===== src/rtl/awb_gain_stat.sv =====
// Gray-world AWB statistics: sums R/G/B per frame, then divides sequentially into Q8.8 gains.
// Optional `AWB_SMOOTH_EN blends each new gain with the previous one as (3*old + new) >> 2.
module awb_gain_stat (
    input  logic        clk,
    input  logic        reset_n,
    input  logic        in_vsync,
    input  logic        in_hsync,
    input  logic        in_den,
    input  logic [7:0]  in_data_R,
    input  logic [7:0]  in_data_G,
    input  logic [7:0]  in_data_B,
    output logic [15:0] gain_R,
    output logic [15:0] gain_B,
    output logic        gain_valid,
    output logic        busy
);

    localparam logic [15:0] MAX_GAIN = 16'h0400;
    localparam logic [15:0] UNITY    = 16'h0100;
    localparam logic [5:0]  LAST_IT  = 6'd39;

    typedef enum logic [1:0] {IDLE, DIV_R, DIV_B, UPDATE} state_t;

    state_t      state_q, state_d;
    logic        r_vsync_q, rr_vsync_q, r_den_q, r_hsync_unused_q;
    logic [7:0]  r_data_r_q, r_data_g_q, r_data_b_q;
    logic [31:0] acc_r_q, acc_r_d, acc_g_q, acc_g_d, acc_b_q, acc_b_d;
    logic [19:0] pix_cnt_q, pix_cnt_d;
    logic [31:0] snap_r_q, snap_r_d, snap_g_q, snap_g_d, snap_b_q, snap_b_d;
    logic [39:0] quo_q, quo_d;
    logic [31:0] rem_q, rem_d;
    logic [5:0]  cnt_q, cnt_d;
    logic [15:0] res_r_q, res_r_d;
    logic [15:0] gain_r_q, gain_r_d, gain_b_q, gain_b_d;
    logic        gain_valid_q, gain_valid_d;

    logic        vs_rise;
    logic [31:0] divisor;
    logic [32:0] rem_shift, rem_sub;
    logic        take;
    logic [31:0] rem_step;
    logic [39:0] quo_step;

    function automatic logic [31:0] sat_add(input logic [31:0] a, input logic [7:0] b);
        logic [32:0] s;
        s = {1'b0, a} + {25'd0, b};
        return s[32] ? 32'hFFFF_FFFF : s[31:0];
    endfunction

    // Zero divisor yields unity gain rather than the all-ones quotient the divider produces.
    function automatic logic [15:0] clamp_gain(input logic [39:0] q, input logic [31:0] d);
        logic [15:0] g;
        if (d == 32'd0)
            g = UNITY;
        else if (q > {24'd0, MAX_GAIN})
            g = MAX_GAIN;
        else
            g = q[15:0];
        return g;
    endfunction

    function automatic logic [15:0] apply_gain(input logic [15:0] old_g, input logic [15:0] new_g);
`ifdef AWB_SMOOTH_EN
        logic [17:0] s;
        s = {2'b00, old_g} + {1'b0, old_g, 1'b0} + {2'b00, new_g};
        return s[17:2];
`else
        logic [15:0] unused_old;
        unused_old = old_g;
        return new_g;
`endif
    endfunction

    assign vs_rise = r_vsync_q & ~rr_vsync_q;

    // One restoring-divide step: shift in the next dividend bit, subtract if it fits.
    assign divisor   = (state_q == DIV_B) ? snap_b_q : snap_r_q;
    assign rem_shift = {rem_q, quo_q[39]};
    assign rem_sub   = rem_shift - {1'b0, divisor};
    assign take      = (rem_shift >= {1'b0, divisor});
    assign rem_step  = take ? rem_sub[31:0] : rem_shift[31:0];
    assign quo_step  = {quo_q[38:0], take};

    always_comb begin
        acc_r_d      = acc_r_q;
        acc_g_d      = acc_g_q;
        acc_b_d      = acc_b_q;
        pix_cnt_d    = pix_cnt_q;
        snap_r_d     = snap_r_q;
        snap_g_d     = snap_g_q;
        snap_b_d     = snap_b_q;
        quo_d        = quo_q;
        rem_d        = rem_q;
        cnt_d        = cnt_q;
        res_r_d      = res_r_q;
        gain_r_d     = gain_r_q;
        gain_b_d     = gain_b_q;
        gain_valid_d = 1'b0;
        state_d      = state_q;

        // A pixel coincident with the frame boundary opens the new frame.
        if (vs_rise) begin
            acc_r_d   = r_den_q ? {24'd0, r_data_r_q} : 32'd0;
            acc_g_d   = r_den_q ? {24'd0, r_data_g_q} : 32'd0;
            acc_b_d   = r_den_q ? {24'd0, r_data_b_q} : 32'd0;
            pix_cnt_d = r_den_q ? 20'd1 : 20'd0;
        end else if (r_den_q) begin
            acc_r_d   = sat_add(acc_r_q, r_data_r_q);
            acc_g_d   = sat_add(acc_g_q, r_data_g_q);
            acc_b_d   = sat_add(acc_b_q, r_data_b_q);
            pix_cnt_d = (pix_cnt_q == 20'hF_FFFF) ? pix_cnt_q : pix_cnt_q + 20'd1;
        end

        unique case (state_q)
            IDLE: begin
                if (vs_rise && (pix_cnt_q != 20'd0)) begin
                    snap_r_d = acc_r_q;
                    snap_g_d = acc_g_q;
                    snap_b_d = acc_b_q;
                    quo_d    = {acc_g_q, 8'h00};
                    rem_d    = 32'd0;
                    cnt_d    = 6'd0;
                    state_d  = DIV_R;
                end
            end
            DIV_R: begin
                quo_d = quo_step;
                rem_d = rem_step;
                cnt_d = cnt_q + 6'd1;
                if (cnt_q == LAST_IT) begin
                    res_r_d = clamp_gain(quo_step, snap_r_q);
                    quo_d   = {snap_g_q, 8'h00};
                    rem_d   = 32'd0;
                    cnt_d   = 6'd0;
                    state_d = DIV_B;
                end
            end
            DIV_B: begin
                quo_d = quo_step;
                rem_d = rem_step;
                cnt_d = cnt_q + 6'd1;
                if (cnt_q == LAST_IT) begin
                    cnt_d   = 6'd0;
                    state_d = UPDATE;
                end
            end
            UPDATE: begin
                gain_r_d     = apply_gain(gain_r_q, res_r_q);
                gain_b_d     = apply_gain(gain_b_q, clamp_gain(quo_q, snap_b_q));
                gain_valid_d = 1'b1;
                state_d      = IDLE;
            end
            default: state_d = IDLE;
        endcase
    end

    always_ff @(posedge clk or negedge reset_n) begin
        if (!reset_n) begin
            r_vsync_q        <= 1'b0;
            rr_vsync_q       <= 1'b0;
            r_den_q          <= 1'b0;
            r_hsync_unused_q <= 1'b0;
            r_data_r_q       <= 8'd0;
            r_data_g_q       <= 8'd0;
            r_data_b_q       <= 8'd0;
            acc_r_q          <= 32'd0;
            acc_g_q          <= 32'd0;
            acc_b_q          <= 32'd0;
            pix_cnt_q        <= 20'd0;
            snap_r_q         <= 32'd0;
            snap_g_q         <= 32'd0;
            snap_b_q         <= 32'd0;
            quo_q            <= 40'd0;
            rem_q            <= 32'd0;
            cnt_q            <= 6'd0;
            res_r_q          <= UNITY;
            gain_r_q         <= UNITY;
            gain_b_q         <= UNITY;
            gain_valid_q     <= 1'b0;
            state_q          <= IDLE;
        end else begin
            r_vsync_q        <= in_vsync;
            rr_vsync_q       <= r_vsync_q;
            r_den_q          <= in_den;
            r_hsync_unused_q <= in_hsync;
            r_data_r_q       <= in_data_R;
            r_data_g_q       <= in_data_G;
            r_data_b_q       <= in_data_B;
            acc_r_q          <= acc_r_d;
            acc_g_q          <= acc_g_d;
            acc_b_q          <= acc_b_d;
            pix_cnt_q        <= pix_cnt_d;
            snap_r_q         <= snap_r_d;
            snap_g_q         <= snap_g_d;
            snap_b_q         <= snap_b_d;
            quo_q            <= quo_d;
            rem_q            <= rem_d;
            cnt_q            <= cnt_d;
            res_r_q          <= res_r_d;
            gain_r_q         <= gain_r_d;
            gain_b_q         <= gain_b_d;
            gain_valid_q     <= gain_valid_d;
            state_q          <= state_d;
        end
    end

    assign gain_R     = gain_r_q;
    assign gain_B     = gain_b_q;
    assign gain_valid = gain_valid_q;
    assign busy       = (state_q != IDLE);

endmodule


===== config.mk =====
export PLATFORM = sky130hd
export DESIGN_NAME = awb_gain_stat
export DESIGN_NICKNAME = d
export VERILOG_FILES = /design/src/rtl/awb_gain_stat.sv
export SDC_FILE = /design/constraint.sdc
export NUM_CORES = 1
export LEC_CHECK = 0
export CAP_MARGIN = 20
export CELL_PAD_IN_SITES_DETAIL_PLACEMENT = 0
export CELL_PAD_IN_SITES_GLOBAL_PLACEMENT = 1
export CORE_UTILIZATION = 40
export CTS_BUF_LIST = sky130_fd_sc_hd__clkbuf_4
export DETAILED_ROUTE_END_ITERATION = 8
export PLACE_DENSITY = 0.76
export RECOVER_POWER = 25
export SKIP_LAST_GASP = 1
export SYNTH_ARGS = -nofsm -noshare
export SYNTH_HDL_FRONTEND = slang
export SYNTH_SLANG_ARGS = --single-unit
export TNS_END_PERCENT = 50

===== constraint.sdc =====
create_clock -name clk -period 11.88 [get_ports clk]
set_input_delay 2.376 -clock clk [delete_from_list [all_inputs] [get_ports clk]]
set_output_delay 2.376 -clock clk [all_outputs]
set_load 0.01 [all_outputs]

After elaboration in Yosys (flattened, before gate mapping) --
Cells that the tools add are included.
Storage, ports and cells: word-level logic and storage cells 93, bits of input ports 29, flip-flop bits (word level) 368, output and inout port bits 34
Operators by class: eq/ne operators 9, bitwise gates (word level) 2, $add $sub $neg 6, multiplexer cells 36, magnitude comparators 3, reduce and logical (&&, ||, !) cells 16
Operators by type and width (number):
- $mux W32 | 13
- $pmux W40 S3 | 1
- $add A32 B8 Y33 | 3
- $pmux W32 S3 | 1
- $gt A40 B11 Y1 const B | 2
- $mux W40 | 2
- $logic_not A32 Y1 | 2
- $mux W16 | 4
- $mux W20 | 3
- $ge A33 B32 Y1 | 1
- $sub A32 B32 Y32 | 1
- $mux W8 | 3
- $add A20 B1 Y20 const B | 1
- $eq A20 B20 Y1 const B | 1
- $reduce_bool A20 Y1 | 1
- $mux W6 | 2
- $pmux W6 S2 | 1
- $reduce_and A2 Y1 | 5
- $pmux W2 S4 | 1
- $add A6 B1 Y6 const B | 1
- $eq A6 B6 Y1 const B | 1
- $mux W2 | 3
- $ne A2 B2 Y1 const B | 3
- $reduce_bool A2 Y1 | 3
- 11 further kinds | 13

Depth between registers and ports, before layout --
word-level depth 6, depth in mapped cells 18, mapped depth without buffers 14

Worst setup path after synthesis --
Ideal clock, no wire load.
path type reg2reg, from register state_q[0], to register rem_q[10], path slack 7.930 ns, cell stages (with the launch flop) 17, data arrival time 3.818 ns, period minus slack after synthesis 3.950 ns, path buffers 3, required time 11.748 ns, library setup time 0.132 ns, cells stage by stage dfrtp_1 inv_1 ha_1 clkbuf_1 buf_1 mux2i_1 ha_1 a21o_1 a211oi_2 a21oi_2 nand4_1 o31a_1 o31a_1 o31ai_4 buf_4 mux2i_1 o21ai_1
On the way: longest elaborated chain between the ends 6, elaborated cells on any way between the ends 12, those cells by class 1 x add/sub; 1 x order compare; 3 x eq/ne; 4 x mux; 3 x reduce/logical
Ends and longest elaborated chain:
- start, declared | RTL line 24 | state_t state_q, state_d;
- start signal, assigned | RTL line 203 | state_q <= state_d;
- $eq A2 B2 Y1 | RTL line 77, 114
- $mux W32 | RTL line 77 | assign divisor = (state_q == DIV_B) ? snap_b_q : snap_r_q;
- $sub A32 B32 Y32 / $ge A33 B32 Y1 (equally long branches) | RTL line 79, 80
- $mux W32 | RTL line 81 | assign rem_step = take ? rem_sub[31:0] : rem_shift[31:0];
- $mux W32 | RTL line 130 | if (cnt_q == LAST_IT) begin
- $pmux W32 S3 | RTL line 114 | unique case (state_q)
- end signal, assigned | RTL line 197 | rem_q <= rem_d;
- end, declared | RTL line 31 | logic [31:0] rem_q, rem_d;
Several ways; a longest one is shown, not always the timed one. A chain may end at the register's enable or synchronous reset.

Final worst setup path --
from register pix_cnt_q[16], to register snap_b_q[18]
On the way: longest elaborated chain between the ends 3
Ends and longest elaborated chain:
- start, declared | RTL line 28 | logic [19:0] pix_cnt_q, pix_cnt_d;
- start signal, assigned | RTL line 192 | pix_cnt_q <= pix_cnt_d;
- $reduce_bool A20 Y1 | RTL line 116 | if (vs_rise && (pix_cnt_q != 20'd0)) begin
- $logic_and A1 B1 Y1 | RTL line 116
- $reduce_and A2 Y1 (no line)
- end signal, assigned | RTL line 195 | snap_b_q <= snap_b_d;
- end, declared | RTL line 29 | logic [31:0] snap_r_q, snap_r_d, snap_g_q, snap_g_d, snap_b_q, snap_b_d;
No other way between the ends.

==> impl_metrics.env <==
export IMPL_avgSynthCellArea_um2=9.69
export IMPL_track_usage=0.201
export IMPL_hold_class="flop to flop"
export IMPL_dieHeight_um=222
export IMPL_tritoncts="yes"
export IMPL_wl_um=48300
export IMPL_max_freq_mhz=207
export IMPL_rsz0062_at_grt="false"
export IMPL_violations="max-capacitance violations, max-slew violations"
export IMPL_final_cells=2766
export IMPL_gp_congestion=0.831
export IMPL_drc=0
export IMPL_cts_sinks=368
export IMPL_synth_area_leaders="dfrtp_1 (47%), mux2_2 (6.1%), nand2_1 (4.2%), ha_1 (4.2%), a21oi_1 (3.8%)"
export IMPL_utilization=0.455
export IMPL_dp_cells=2591
export IMPL_syn_area_um2=19400
export IMPL_maxSlewViolCount=154
export IMPL_required_ps=12540
export IMPL_clock_tree_buffer_depth=3
export IMPL_layout_drive_gt1_share=0.142
export IMPL_grt_busiest_layer="met2"
export IMPL_grtUsageMet1=0.286
export IMPL_cts_buffers=102
export IMPL_syn2layout_area_growth_pct=12.2
export IMPL_synth_top_area_share=0.470
export IMPL_ys_warn_count=0
export IMPL_worst_pin_slew_ps=4300
export IMPL_yosysTopAreaCell="dfrtp_1"
export IMPL_start_util=0.406
export IMPL_synthFlopType="dfrtp_1"
export IMPL_hold_buffers=0
export IMPL_cts_setup_buffers=0
export IMPL_crit_fanout=75
export IMPL_fin_crit_ps=4840
export IMPL_io_buffers=61
export IMPL_finalSetupViolations=0
export IMPL_tns_ps=0
export IMPL_peakVddDrop_mv=0.131
export IMPL_post_drt_wl_per_cell_um=17.5
export IMPL_vias_per_cell=5.55
export IMPL_grt_pass1_vias=15300
export IMPL_total_power_mw=5.11
export IMPL_syn_num_nets=2102
export IMPL_clk_latency_ps=830
export IMPL_dieArea_um2=49400
export IMPL_grt_met3_usage=0.0356
export IMPL_maxCapViolations=3
export IMPL_synth_distinct_cells=71
export IMPL_overflow=0
export IMPL_netlist_instances=2004
export IMPL_firstDrtPassIters=5
export IMPL_relSlewSlack=-1.87
export IMPL_outcome="complete, but fails checks"
export IMPL_path_class="flop to flop"
export IMPL_cts_htree_levels=3
export IMPL_rows=80
export IMPL_antenna_found_initial=1
export IMPL_endpoint_kind="flop"
export IMPL_p_leak_nw=9.87
export IMPL_root_buffer="clkbuf_4"
export IMPL_synth_seq_area_share=0.474
export IMPL_core_um2=47800
export IMPL_drtAntennaViolNets=0
export IMPL_ys_ff_latch=368
export IMPL_nNetsFinal=2179
export IMPL_async_reset_ff_frac=1.00
export IMPL_chipWidth_um=222
export IMPL_startpoint_type="flop"
export IMPL_grt_use_met2=0.308
export IMPL_num_vias=15400
export IMPL_grt_pass1_wl_um=80500
export IMPL_fin_crit_sh=0.407
export IMPL_power_density_nw_per_um2=235
export IMPL_final_hold_viol_count=0
export IMPL_grt_max_degree=160
export IMPL_fillCellCount=4594
export IMPL_skew_ps=59.5
export IMPL_clkTransAtPathRegs_ps=60
export IMPL_arrival_ps=5500
export IMPL_drt_iter0_drc=822
export IMPL_post_dp_hpwl_um=32400
export IMPL_io_pin_count=63
export IMPL_cts_resized=0
export IMPL_synth_edf_count=0
==> synth_stat cells (all sizes together) (7+ instances only) <==
| cell | instances |
|---|---|
| dfrtp | 365 |
| ha | 65 |
| o21a | 14 |
| xor2 | 25 |
| buf | 14 |
| nor4 | 37 |
| nand2b | 7 |
| mux2i | 66 |
| a22o | 14 |
| nand2 | 219 |
| a311oi | 18 |
| o21ai | 161 |
| a211oi | 28 |
| and2 | 16 |
| nand4 | 26 |
| nor2 | 145 |
| and4 | 7 |
| o22ai | 10 |
| mux2 | 106 |
| nor2b | 20 |
| and3 | 29 |
| a21oi | 147 |
| inv | 63 |
| a31oi | 24 |
| nand3 | 73 |
| or2 | 8 |
| xnor2 | 29 |
| clkbuf | 93 |
| nor3 | 44 |
| o211ai | 21 |
| a21o | 22 |
==> report_power, final <==
part           total, mW  internal, mW  leakage, nW  switching [mW]
Clock               1.11         0.588        0.748           0.526
Combinational       2.36         0.951         4.20            1.41
Sequential          1.63          1.45         4.92           0.181
==> per-layer routing <==
metal  wire length (µm)  vias up  share of wire
li1                   -     7499              -
met1              24000     7480           0.50
met2              21500      317           0.45
met3               2030       65          0.042
met4                809        0          0.017
met5                  0        -              0
==> layout by cell type (no fill, tap or decap), types with 29 or more instances in the layout <==
master	netlist	final
clkdlybuf4s50_1	0	34
and3_1	29	29
nor2_1	145	145
dfrtp_1	365	364
o21ai_0	131	131
nand3_1	73	73
nor3_1	44	44
mux2i_1	66	66
mux2_2	106	106
nand2_1	219	219
xnor2_1	29	29
inv_1	63	63
clkbuf_4	0	149
nor4_1	36	36
a21oi_1	146	146
ha_1	65	63
o21ai_1	30	30
==> path summary, 6_finish.rpt <==
kind,slack [ps],cells past startpoint,start,end
setup / recovery,7040,6,pix_cnt_q[16],snap_b_q[18]
hold / removal,430,0,r_vsync_q,rr_vsync_q
setup reg to reg,7040,6,pix_cnt_q[16],snap_b_q[18]
hold reg to reg,430,0,r_vsync_q,rr_vsync_q
max in group asynchronous,8460,2,reset_n,r_den_q
min in group asynchronous,1640,1,reset_n,rem_q[9]
==> layout make-up <==
cell class	count	area (µm²)	area share
multi-input cells	1466	9560	0.439
flip-flops and latches	368	9210	0.423
clock buffers	149	1120	0.0514
well taps	615	769	0.0353
repair buffers	80	761	0.0349
inverters	63	236	0.0109
clock inverters	24	119	0.00546
diodes	1	2.50	0.000115
==> sequential cells by signal, indices dropped and copies added, names as in the netlist, 16 cells and up <==
register	count
quo_q	40
acc_r_q	32
gain_B	16
snap_g_q	32
snap_b_q	32
acc_g_q	32
rem_q	32
res_r_q	16
gain_R	16
snap_r_q	32
pix_cnt_q	20
acc_b_q	32
==> worst max-delay path, stage by stage (launching register included) <==
cell,delay (ps)
dfrtp_1,420
nor4_1,350
nand4_1,150
o21ai_0,630
or2_0,1720
buf_4,940
mux2_2,420
==> per-stage QoR <==
step | setup WS (ps) | hold slack, ps | instance area, µm²
final | 7040 | 429 | 21800
after global routing | 6650 | 447 | 21800
after CTS | 7220 | 453 | 21800
after detailed placement | 7250 | 427 | 20500
after global placement | 7340 | 415 | 20500
after floorplan | 7930 | 368 | 19400
==> kinds of logic after synthesis <==
family / Yosys count / synth area share
xor+xnor: 54 / 0.0244
mux: 172 / 0.0955
compound gates: 527 / 0.171
fa+ha+maj: 69 / 0.0460
simple gates: 644 / 0.155
buf+inv: 170 / 0.0337
flops: 368 / 0.474
Note: power is estimated with default switching activity, not from simulation.
